### config.mk
export PLATFORM = sky130hd
export DESIGN_NAME = id_stage
export DESIGN_NICKNAME = d
export VERILOG_FILES = /design/src/rtl/id_stage_pkg.sv /design/src/rtl/id_stage_register_file.sv /design/src/rtl/id_stage.sv
export SDC_FILE = /design/constraint.sdc
export NUM_CORES = 1
export LEC_CHECK = 0
export BUFFER_PORTS_ARGS = -buffer_cell sky130_fd_sc_hd__buf_2
export CORE_ASPECT_RATIO = 0.5
export CORE_UTILIZATION = 45
export CTS_BUF_LIST = sky130_fd_sc_hd__clkbuf_4 sky130_fd_sc_hd__clkbuf_8
export CTS_CLUSTER_DIAMETER = 30
export DETAILED_ROUTE_END_ITERATION = 10
export PLACE_DENSITY = 0.73
export REMOVE_ABC_BUFFERS = 1
export SLEW_MARGIN = 10
export SYNTH_ARGS = -nofsm -noshare
export SYNTH_HDL_FRONTEND = slang
export SYNTH_SLANG_ARGS = --single-unit
### constraint.sdc
create_clock -name clk -period 3.4 [get_ports clk]
set_input_delay 0.51 -clock clk [delete_from_list [all_inputs] [get_ports clk]]
set_output_delay 0.51 -clock clk [all_outputs]
set_load 0.02 [all_outputs]
### src/rtl/id_stage_pkg.sv
// id_stage_pkg: shared encodings for the ARM-subset decode stage
package id_stage_pkg;
  typedef enum logic [1:0] {
    MODE_ARITH  = 2'b00,
    MODE_MEM    = 2'b01,
    MODE_BRANCH = 2'b10,
    MODE_NONE   = 2'b11
  } mode_e;
  localparam logic [3:0] OP_AND = 4'b0000;
  localparam logic [3:0] OP_EOR = 4'b0001;
  localparam logic [3:0] OP_SUB = 4'b0010;
  localparam logic [3:0] OP_ADD = 4'b0100;
  localparam logic [3:0] OP_ADC = 4'b0101;
  localparam logic [3:0] OP_SBC = 4'b0110;
  localparam logic [3:0] OP_TST = 4'b1000;
  localparam logic [3:0] OP_CMP = 4'b1010;
  localparam logic [3:0] OP_ORR = 4'b1100;
  localparam logic [3:0] OP_MOV = 4'b1101;
  localparam logic [3:0] OP_MVN = 4'b1111;
  localparam logic [3:0] CMD_NOP = 4'b0000;
  localparam logic [3:0] CMD_MOV = 4'b0001;
  localparam logic [3:0] CMD_ADD = 4'b0010;
  localparam logic [3:0] CMD_ADC = 4'b0011;
  localparam logic [3:0] CMD_SUB = 4'b0100;
  localparam logic [3:0] CMD_SBC = 4'b0101;
  localparam logic [3:0] CMD_AND = 4'b0110;
  localparam logic [3:0] CMD_ORR = 4'b0111;
  localparam logic [3:0] CMD_EOR = 4'b1000;
  localparam logic [3:0] CMD_MVN = 4'b1001;
  typedef enum logic [3:0] {
    COND_EQ = 4'h0, COND_NE = 4'h1, COND_CS = 4'h2, COND_CC = 4'h3,
    COND_MI = 4'h4, COND_PL = 4'h5, COND_VS = 4'h6, COND_VC = 4'h7,
    COND_HI = 4'h8, COND_LS = 4'h9, COND_GE = 4'hA, COND_LT = 4'hB,
    COND_GT = 4'hC, COND_LE = 4'hD, COND_AL = 4'hE, COND_NV = 4'hF
  } cond_e;
  function automatic logic cond_pass(input logic [3:0] cond, input logic [3:0] nzcv);
    logic n, z, c, v;
    {n, z, c, v} = nzcv;
    case (cond_e'(cond))
      COND_EQ: return z;
      COND_NE: return !z;
      COND_CS: return c;
      COND_CC: return !c;
      COND_MI: return n;
      COND_PL: return !n;
      COND_VS: return v;
      COND_VC: return !v;
      COND_HI: return c && !z;
      COND_LS: return !c || z;
      COND_GE: return n == v;
      COND_LT: return n != v;
      COND_GT: return !z && (n == v);
      COND_LE: return z || (n != v);
      COND_AL: return 1'b1;
      default: return 1'b0;
    endcase
  endfunction
endpackage

### src/rtl/id_stage_register_file.sv
// register_file: 16x32 registers, sync write, async read with write-through bypass, reset loads index
module register_file (
  input  logic        clk,
  input  logic        rst,
  input  logic [3:0]  rn_addr,
  input  logic [3:0]  rm_addr,
  input  logic        wr_en,
  input  logic [3:0]  wr_addr,
  input  logic [31:0] wr_data,
  output logic [31:0] rn_data,
  output logic [31:0] rm_data
);
  logic [31:0] regs [16];
  always_ff @(posedge clk)
    if (rst) for (int i = 0; i < 16; i++) regs[i] <= 32'(i);
    else if (wr_en) regs[wr_addr] <= wr_data;
  assign rn_data = wr_en && wr_addr == rn_addr ? wr_data : regs[rn_addr];
  assign rm_data = wr_en && wr_addr == rm_addr ? wr_data : regs[rm_addr];
endmodule

### src/rtl/id_stage.sv
// id_stage: ARM-subset decode stage; decodes instruction, reads register file, checks condition, latches ID/EXE register
module id_stage
  import id_stage_pkg::*;
(
  input  logic        clk,
  input  logic        rst,
  input  logic [31:0] instruction,
  input  logic [31:0] PCIn,
  input  logic        flush,
  input  logic [3:0]  statusRegister,
  input  logic        WB_EN,
  input  logic [3:0]  WBDest,
  input  logic [31:0] WBValue,
  input  logic        hazard,
  output logic [3:0]  RnAddress,
  output logic [3:0]  RmAddress,
  output logic        Two_src,
  output logic [3:0]  dest,
  output logic [23:0] branchImm,
  output logic        I,
  output logic [11:0] shiftOperand,
  output logic [31:0] RmValue,
  output logic [31:0] RnValue,
  output logic [31:0] PC,
  output logic        S,
  output logic        B,
  output logic [3:0]  EXE_CMD,
  output logic        MEM_W_EN,
  output logic        MEM_R_EN,
  output logic        WB_EN_OUT
);
  mode_e       mode;
  logic [3:0]  opcode;
  logic        l_bit, is_str, go;
  logic [3:0]  dec_cmd;
  logic        dec_wb, dec_mr, dec_mw, dec_b, dec_s;
  logic [31:0] rn_data, rm_data;
  assign mode      = mode_e'(instruction[27:26]);
  assign opcode    = instruction[24:21];
  assign l_bit     = instruction[20];
  assign is_str    = mode == MODE_MEM && !l_bit;
  assign RnAddress = instruction[19:16];
  assign RmAddress = is_str ? instruction[15:12] : instruction[3:0];
  assign Two_src   = !instruction[25] || is_str;
  assign go        = cond_pass(instruction[31:28], statusRegister) && !hazard;
  always_comb begin
    dec_cmd = CMD_NOP;
    dec_wb  = 1'b0;
    dec_mr  = 1'b0;
    dec_mw  = 1'b0;
    dec_b   = 1'b0;
    dec_s   = 1'b0;
    case (mode)
      MODE_ARITH: begin
        dec_s = l_bit;
        case (opcode)
          OP_MOV:  dec_cmd = CMD_MOV;
          OP_MVN:  dec_cmd = CMD_MVN;
          OP_ADD:  dec_cmd = CMD_ADD;
          OP_ADC:  dec_cmd = CMD_ADC;
          OP_SUB:  dec_cmd = CMD_SUB;
          OP_SBC:  dec_cmd = CMD_SBC;
          OP_AND:  dec_cmd = CMD_AND;
          OP_ORR:  dec_cmd = CMD_ORR;
          OP_EOR:  dec_cmd = CMD_EOR;
          OP_CMP:  dec_cmd = CMD_SUB;
          OP_TST:  dec_cmd = CMD_AND;
          default: dec_cmd = CMD_NOP;
        endcase
        dec_wb = dec_cmd != CMD_NOP && opcode != OP_CMP && opcode != OP_TST;
      end
      MODE_MEM: begin
        dec_cmd = CMD_ADD;
        dec_mr  = l_bit;
        dec_mw  = !l_bit;
        dec_wb  = l_bit;
      end
      MODE_BRANCH: dec_b = 1'b1;
      default: dec_b = 1'b0;
    endcase
  end
  register_file u_rf (
    .clk     (clk),
    .rst     (rst),
    .rn_addr (RnAddress),
    .rm_addr (RmAddress),
    .wr_en   (WB_EN),
    .wr_addr (WBDest),
    .wr_data (WBValue),
    .rn_data (rn_data),
    .rm_data (rm_data)
  );
  always_ff @(posedge clk)
    if (rst || flush) begin
      dest         <= '0;
      branchImm    <= '0;
      I            <= 1'b0;
      shiftOperand <= '0;
      RmValue      <= '0;
      RnValue      <= '0;
      PC           <= '0;
      S            <= 1'b0;
      B            <= 1'b0;
      EXE_CMD      <= '0;
      MEM_W_EN     <= 1'b0;
      MEM_R_EN     <= 1'b0;
      WB_EN_OUT    <= 1'b0;
    end else begin
      dest         <= instruction[15:12];
      branchImm    <= instruction[23:0];
      I            <= instruction[25];
      shiftOperand <= instruction[11:0];
      RmValue      <= rm_data;
      RnValue      <= rn_data;
      PC           <= PCIn;
      S            <= go && dec_s;
      B            <= go && dec_b;
      EXE_CMD      <= go ? dec_cmd : CMD_NOP;
      MEM_W_EN     <= go && dec_mw;
      MEM_R_EN     <= go && dec_mr;
      WB_EN_OUT    <= go && dec_wb;
    end
endmodule

=== After elaboration in Yosys (flattened, before gate mapping) ===
Memory sizes are Yosys's and may differ from the RTL's. A register that Yosys moved wholly into a read port is not among the register bits.
Cells that the tools add are included.

* Muxes and demuxes: 17
* Equal/unequal tests: 20
* Bitwise operators: 1
* Reductions and logical operators: 27

{| class="wikitable"
|+ Operator list
! cell !! count
|-
| 2-to-1 mux 32 bit || 1
|-
| OR reduction 32 bit || 1
|-
| == test 4 bit (second input constant) || 7
|-
| == test 4 x 3 -> 1 bit (second input constant) || 4
|-
| one-hot mux 1 bit (15 select lines) || 1
|-
| 2-to-1 mux 4 bit || 3
|-
| logical AND 1 bit || 11
|-
| 2-to-1 mux 1 bit || 10
|-
| == test 4 x 2 -> 1 bit (second input constant) || 2
|-
| != test 4 bit (second input constant) || 2
|-
| one-hot mux 4 bit (2 select lines) || 1
|-
| logical NOT 1 bit || 7
|-
| == test 4 x 1 -> 1 bit (second input constant) || 1
|-
| logical NOT 4 bit || 1
|-
| logical OR 1 bit || 4
|-
| nonzero test 4 bit || 1
|-
| == test 2 x 1 -> 1 bit (second input constant) || 1
|-
| == test 2 bit (second input constant) || 1
|-
| logical NOT 2 bit || 1
|-
| one-hot mux 1 bit (2 select lines) || 1
|-
| OR reduction 2 bit || 1
|-
| == test 1 bit || 1
|-
| != test 1 bit || 1
|-
| inverter 1 bit || 1
|}

* Memories: 2
* Bits of input ports: 109
* Logic and storage cells: 78
* ROM bits: 64
* Bits in writable memories: 512
* Flip-flop bits (word level): 82
* Output and inout port bits: 155

{| class="wikitable"
|+ Memories
! memory !! words !! bits a word !! read ports !! clocked after Yosys merged registers in !! wr ports !! RTL line !! text
|-
| u_rf.regs || 16 || 32 || 2 || 2 || 16 || id_stage_register_file.sv:13 || <nowiki>logic [31:0] regs [16];</nowiki>
|-
| (no name shown) || 16 || 4 || 1 || 0 || 0 || id_stage.sv:56 || <nowiki>case (opcode)</nowiki>
|}

=== Logic depth before layout (Yosys ltp) ===
* Depth after elaboration: 7
* Depth in mapped cells: 12
* Gate-level depth less buffers: 8

=== Modules after synthesis ===
From an unflattened synthesis, not the netlist that was laid out.

* Cells, all modules: 2144
* Area total of the unflattened synthesis: 31500.2 µm²

{| class="wikitable"
|+ Modules (own cells, without submodules)
! module !! seq. area each (µm²) !! cells each !! times used !! area each (µm²)
|-
| register_file || 15374.7 || 1772 || 1 || 27367.5
|-
| id_stage || 2602.5 || 372 || 1 || 4132.7
|}

=== Worst setup path after synthesis ===
No wires, ideal clock.

* Path kind: input to register
* From: input rst
* To: memory u_rf.regs[0][0], enable pin
* Stages: 6
* Setup time: 375 ps
* Path buffers: 2
* Path slack: 743 ps
* Data required time: 3025 ps
* Data arrival time: 2282 ps
* Cell sequence: clkbuf_1 nor2b_1 or3b_1 clkbuf_1 nor3_1 or2_2

{| class="wikitable"
|+ RTL lines
! item !! RTL line !! text
|-
| from (decl) || id_stage.sv:6 || <nowiki>input logic rst,</nowiki>
|-
| to (decl) || id_stage_register_file.sv:13 ||
|}

=== Final worst setup path ===
* From: input instruction[26]
* To: output RmAddress[3]

* Word-level cells in the longest chain between the ends: 3

{| class="wikitable"
|+ RTL lines
! item !! RTL line !! text
|-
| from (decl) || id_stage.sv:7 || <nowiki>input logic [31:0] instruction,</nowiki>
|-
| == test 2 x 1 -> 1 bit || id_stage.sv:41 || <nowiki>assign is_str = mode == MODE_MEM && !l_bit;</nowiki>
|-
| logical AND 1 bit || id_stage.sv:41 ||
|-
| 2-to-1 mux 4 bit || id_stage.sv:43 || <nowiki>assign RmAddress = is_str ? instruction[15:12] : instruction[3:0];</nowiki>
|-
| to (decl) || id_stage.sv:16 || <nowiki>output logic [3:0] RmAddress,</nowiki>
|}

Every way passes these cells.

==> results summary <==
The worst setup path is captured at a primary output. The clock tree root buffer cell is sky130_fd_sc_hd__clkbuf_8. The area added between synthesis and finish came out at 17.6%. The post-synthesis area per instance is 12.4 sq um. The final layout net count came out at 3047. The cell area after synthesis came out at roughly 33000 sq um. The count of warnings emitted by yosys is 0. The final routed DRC violation total came out at 0. The number of distinct library cells after synthesis came out at 60.

The mean routed wirelength per cell is 28.0 um. The post-layout minimum cycle time is approximately 3.1 ns. The run finished with clean final reports. In the layout the commonest cells are 533 x sky130_fd_sc_hd__and2_1, 512 x sky130_fd_sc_hd__edfxtp_1, 284 x sky130_fd_sc_hd__nand2_1. IR analysis of the VDD net gives a maximum drop of between 0.2 and 0.3 mV. The class of the tightest hold or removal check is in2reg. In this design, the stage delay of the slowest critical-path cell is 0.50 ns. Signal routing reaches up to met5. The floorplan step defined a die boundary enclosing 74600 sq um.

Measured along the y axis, the die boundary spans 194 um. The die width came out at 385 um. The number of standard cells after synthesis is 2656. Total power for the finished layout comes to 19.6 mW. The final worst clock skew is 0.0423 ns. The type of the setup path with the least slack is in2out.

For the worst-skew pair, the clock arrives at the later sink with an insertion delay of 0.75 ns. The synthesis-stage register bit count came out at about 640. The highest clock rate came out at 0.323 GHz. Of all nets on the critical path, the largest fanout is 30.

The number of routed nets with antenna violations came out at 0. The share of synthesized area occupied by flip-flops and latches is 54.4%. The total routed wirelength came out at 112000 um. In this run, CTS created clock tree buffers numbering approximately 100. The fraction of layout cells with a size suffix above 1 is 28.2%. The effective utilization at floorplan is around 46%. The maximum root-to-sink buffer count came out at 3. Leaving out fill and tap cells, the most frequent cell in the layout is sky130_fd_sc_hd__and2_1. The worst pin sits at a relative slew slack of 14.1%. Setup repair after global routing left no endpoint under its margin. The arrival time of the worst setup path came out at around 2.6 ns. In the routed layout, each cell is associated on average with a via count of 6.35. The share of the core filled with cells is 54.1%.

Of all cell types, the one taking the most synthesized area is sky130_fd_sc_hd__edfxtp_1. The number of DRC markers after the initial detailed-route iteration is 4205. The total grt overflow came out at 0.

The number of synthesized flops with an enable pin came out at ~510. The static power due to leakage came out at 14.8 nW. Among all flip-flop cells after synthesis, the most frequent one is sky130_fd_sc_hd__edfxtp_1. The power per unit of standard cell area is 505 nW/um^2. The number of endpoints with negative hold slack in the final report is 0.

Port buffering added 263 buffers. Global routing used 29.3% of the available tracks. The global placement routability congestion is just over 0.9. The sink count of the clock tree came out at between 600 and 700. The wire length on met3 came out at 16200 um.

The share of synthesized flip-flops with an asynchronous set or reset is 0%. The number of antenna violations at the first check in global routing is 9. The number of H-tree levels is 3. The final setup violation count is 0.

The total routed wire length on the met1 layer is between 30000 and 40000 um. The wire-length estimate of the detail-placed layout is 67600 um. The wire length on met2 is approximately 50000 um. The worst setup path is launched from an input port.

At the worst endpoint, the required time is 2.89 ns. Traced cell by cell, the critical path runs through buf_2 -> buf_4 -> nor3b_4 -> mux2i_2 -> buf_4 -> inv_2 -> buf_4 -> buf_2. The initialized floorplan defines a little under 70 standard-cell rows.

For the pin with the worst max-slew slack, the measured transition is 1.28 ns. After clock tree synthesis, the repair step resized 0 gates. Ranked by total cell area, the synthesized netlist is headed by sky130_fd_sc_hd__edfxtp_1 47%, sky130_fd_sc_hd__mux4_2 13%, sky130_fd_sc_hd__and2_1 10%, sky130_fd_sc_hd__dfxtp_1 7.9%, sky130_fd_sc_hd__mux2i_1 4.0%. The via count of the first global-routing pass was around 25000. The first detailed-routing pass ran for 7 iterations. The total number of vias came out at 25300. The cell repeated most along the worst path is sky130_fd_sc_hd__buf_4.

The count of max-cap constraint violations is 0. The pin count of the biggest net entering global routing is between 80 and 90. Of the post-synthesis cell area, the dominant cell type holds 46.5%. The post-CTS clock slew at the launch and capture registers of the worst setup and hold paths is 0.06 ns. Among all stages on the critical path, the largest delay is contributed by sky130_fd_sc_hd__nor3b_4. The max-slew violation total from the final report came out at 0. The number of top-level design ports came out at 264. TritonCTS built the clock tree.

The worst path uses 91.1% of the clock period. The first global-routing pass estimated 160000 um of wire. The worst hold slack across all endpoints is 0.0981 ns.

The region available for standard cell placement spans 71800 sq um.
-- through the flow --
stage / area (sq um) / setup WS [ns] / TNS [ns] / cells
after global placement: 36000 / 0.160 / 0 / 3742
after detailed placement: 36000 / 0.117 / 0 / 3742
after floorplan: 31900 / -3.37 / -107.00 / 2382
after CTS: 38900 / 0.353 / 0 / 3980
final: 38900 / 0.304 / 0 / 3985
after global routing: 38900 / 0.241 / 0 / 3983
-- metal layers --
layer	up-vias	GRT usage, %
met1	12300	38.2
met5	-	0
met3	379	8.69
met2	2180	44.4
li1	10400	-
met4	2	15.4
-- cell usage after synthesis (3+ instances only) --
master,instances
sky130_fd_sc_hd__nor4_1,3
sky130_fd_sc_hd__and2_1,533
sky130_fd_sc_hd__buf_2,34
sky130_fd_sc_hd__buf_1,26
sky130_fd_sc_hd__xnor2_1,5
sky130_fd_sc_hd__nand4_1,25
sky130_fd_sc_hd__o21ai_0,77
sky130_fd_sc_hd__o22ai_1,28
sky130_fd_sc_hd__a2111oi_0,21
sky130_fd_sc_hd__ha_1,5
sky130_fd_sc_hd__xor2_1,3
sky130_fd_sc_hd__clkbuf_1,188
sky130_fd_sc_hd__nand2b_1,8
sky130_fd_sc_hd__a211o_1,3
sky130_fd_sc_hd__a2bb2oi_1,6
sky130_fd_sc_hd__nand2_1,284
sky130_fd_sc_hd__a32oi_1,20
sky130_fd_sc_hd__nor2b_1,34
sky130_fd_sc_hd__a22oi_1,5
sky130_fd_sc_hd__a31oi_1,42
sky130_fd_sc_hd__a222oi_1,25
sky130_fd_sc_hd__buf_6,5
sky130_fd_sc_hd__nor3_1,16
sky130_fd_sc_hd__a211oi_1,21
sky130_fd_sc_hd__buf_4,21
sky130_fd_sc_hd__or3_1,32
sky130_fd_sc_hd__a21oi_1,65
sky130_fd_sc_hd__edfxtp_1,512
sky130_fd_sc_hd__mux2i_1,133
sky130_fd_sc_hd__nor2_1,39
sky130_fd_sc_hd__dfxtp_1,130
sky130_fd_sc_hd__nand3_1,19
sky130_fd_sc_hd__mux4_2,187
sky130_fd_sc_hd__and3_1,4
sky130_fd_sc_hd__inv_1,13
sky130_fd_sc_hd__o311ai_0,3
sky130_fd_sc_hd__mux2_2,26
sky130_fd_sc_hd__or2_2,17
sky130_fd_sc_hd__o2111ai_1,8
-- cells by family after synthesis --
logic type	after synthesis	synth area share [%]
AND/OR/NAND/NOR	1024	16.9
flip-flops	642	54.4
multiplexers	346	17.7
AO/OA/AOI/OAI	342	6.88
buffers and inverters	289	3.76
XOR/XNOR	8	0.212
adder cells (fa/ha/maj)	5	0.189
-- where the power goes --
group / switching [mW] / total (mW) / internal (mW)
Clock: 3.35 / 7.82 / 4.46
Sequential: 0.267 / 9.19 / 8.92
Combinational: 1.53 / 2.61 / 1.08
Total: 5.15 / 19.6 / 14.5
-- worst paths after layout --
path	start	to	slack, ns	depth (start not counted)
setup / recovery	instruction[26]	RmAddress[3]	0.30	8
hold / removal	instruction[2]	branchImm[2]$_SDFF_PP0_	0.1	2
setup reg to reg	u_rf.regs[3][9]$_SDFFCE_PN0P_	RnValue[9]$_SDFF_PP0_	1.54	4
hold reg to reg	u_rf.regs[0][9]$_SDFFCE_PN0P_	RmValue[9]$_SDFF_PP0_	0.69	4
-- state kept, by name, summed over array words and instances, names as in the netlist, 3 cells and up --
| register | flops |
|---|---|
| RmValue | 32 |
| EXE_CMD | 4 |
| u_rf.regs | 512 |
| branchImm | 21 |
| RnValue | 32 |
| dest | 3 |
| PC | 32 |
-- critical path: cells and delay by family --
family | cells | cell delay [ns]
buffers and inverters | 6 | 1.25
AND/OR/NAND/NOR | 1 | 0.50
multiplexers | 1 | 0.29
-- cell type report --
cell class	instances	area, sq um
Antenna cell	5	12.5
Inverter	15	61.3
Timing Repair Buffer	445	3260
Sequential cell	642	18000
Clock inverter	41	529
Tap cell	958	1200
Multi-Input combinational cell	1725	13900
Fill cell	5831	33000
Clock buffer	154	1900
-- timing repair --
action	4_1_cts	5_1_grt
setup buffers	0	0
hold buffers	43	0
endpoints found under the hold margin	43	0
Power figures use the tool's default switching activity.
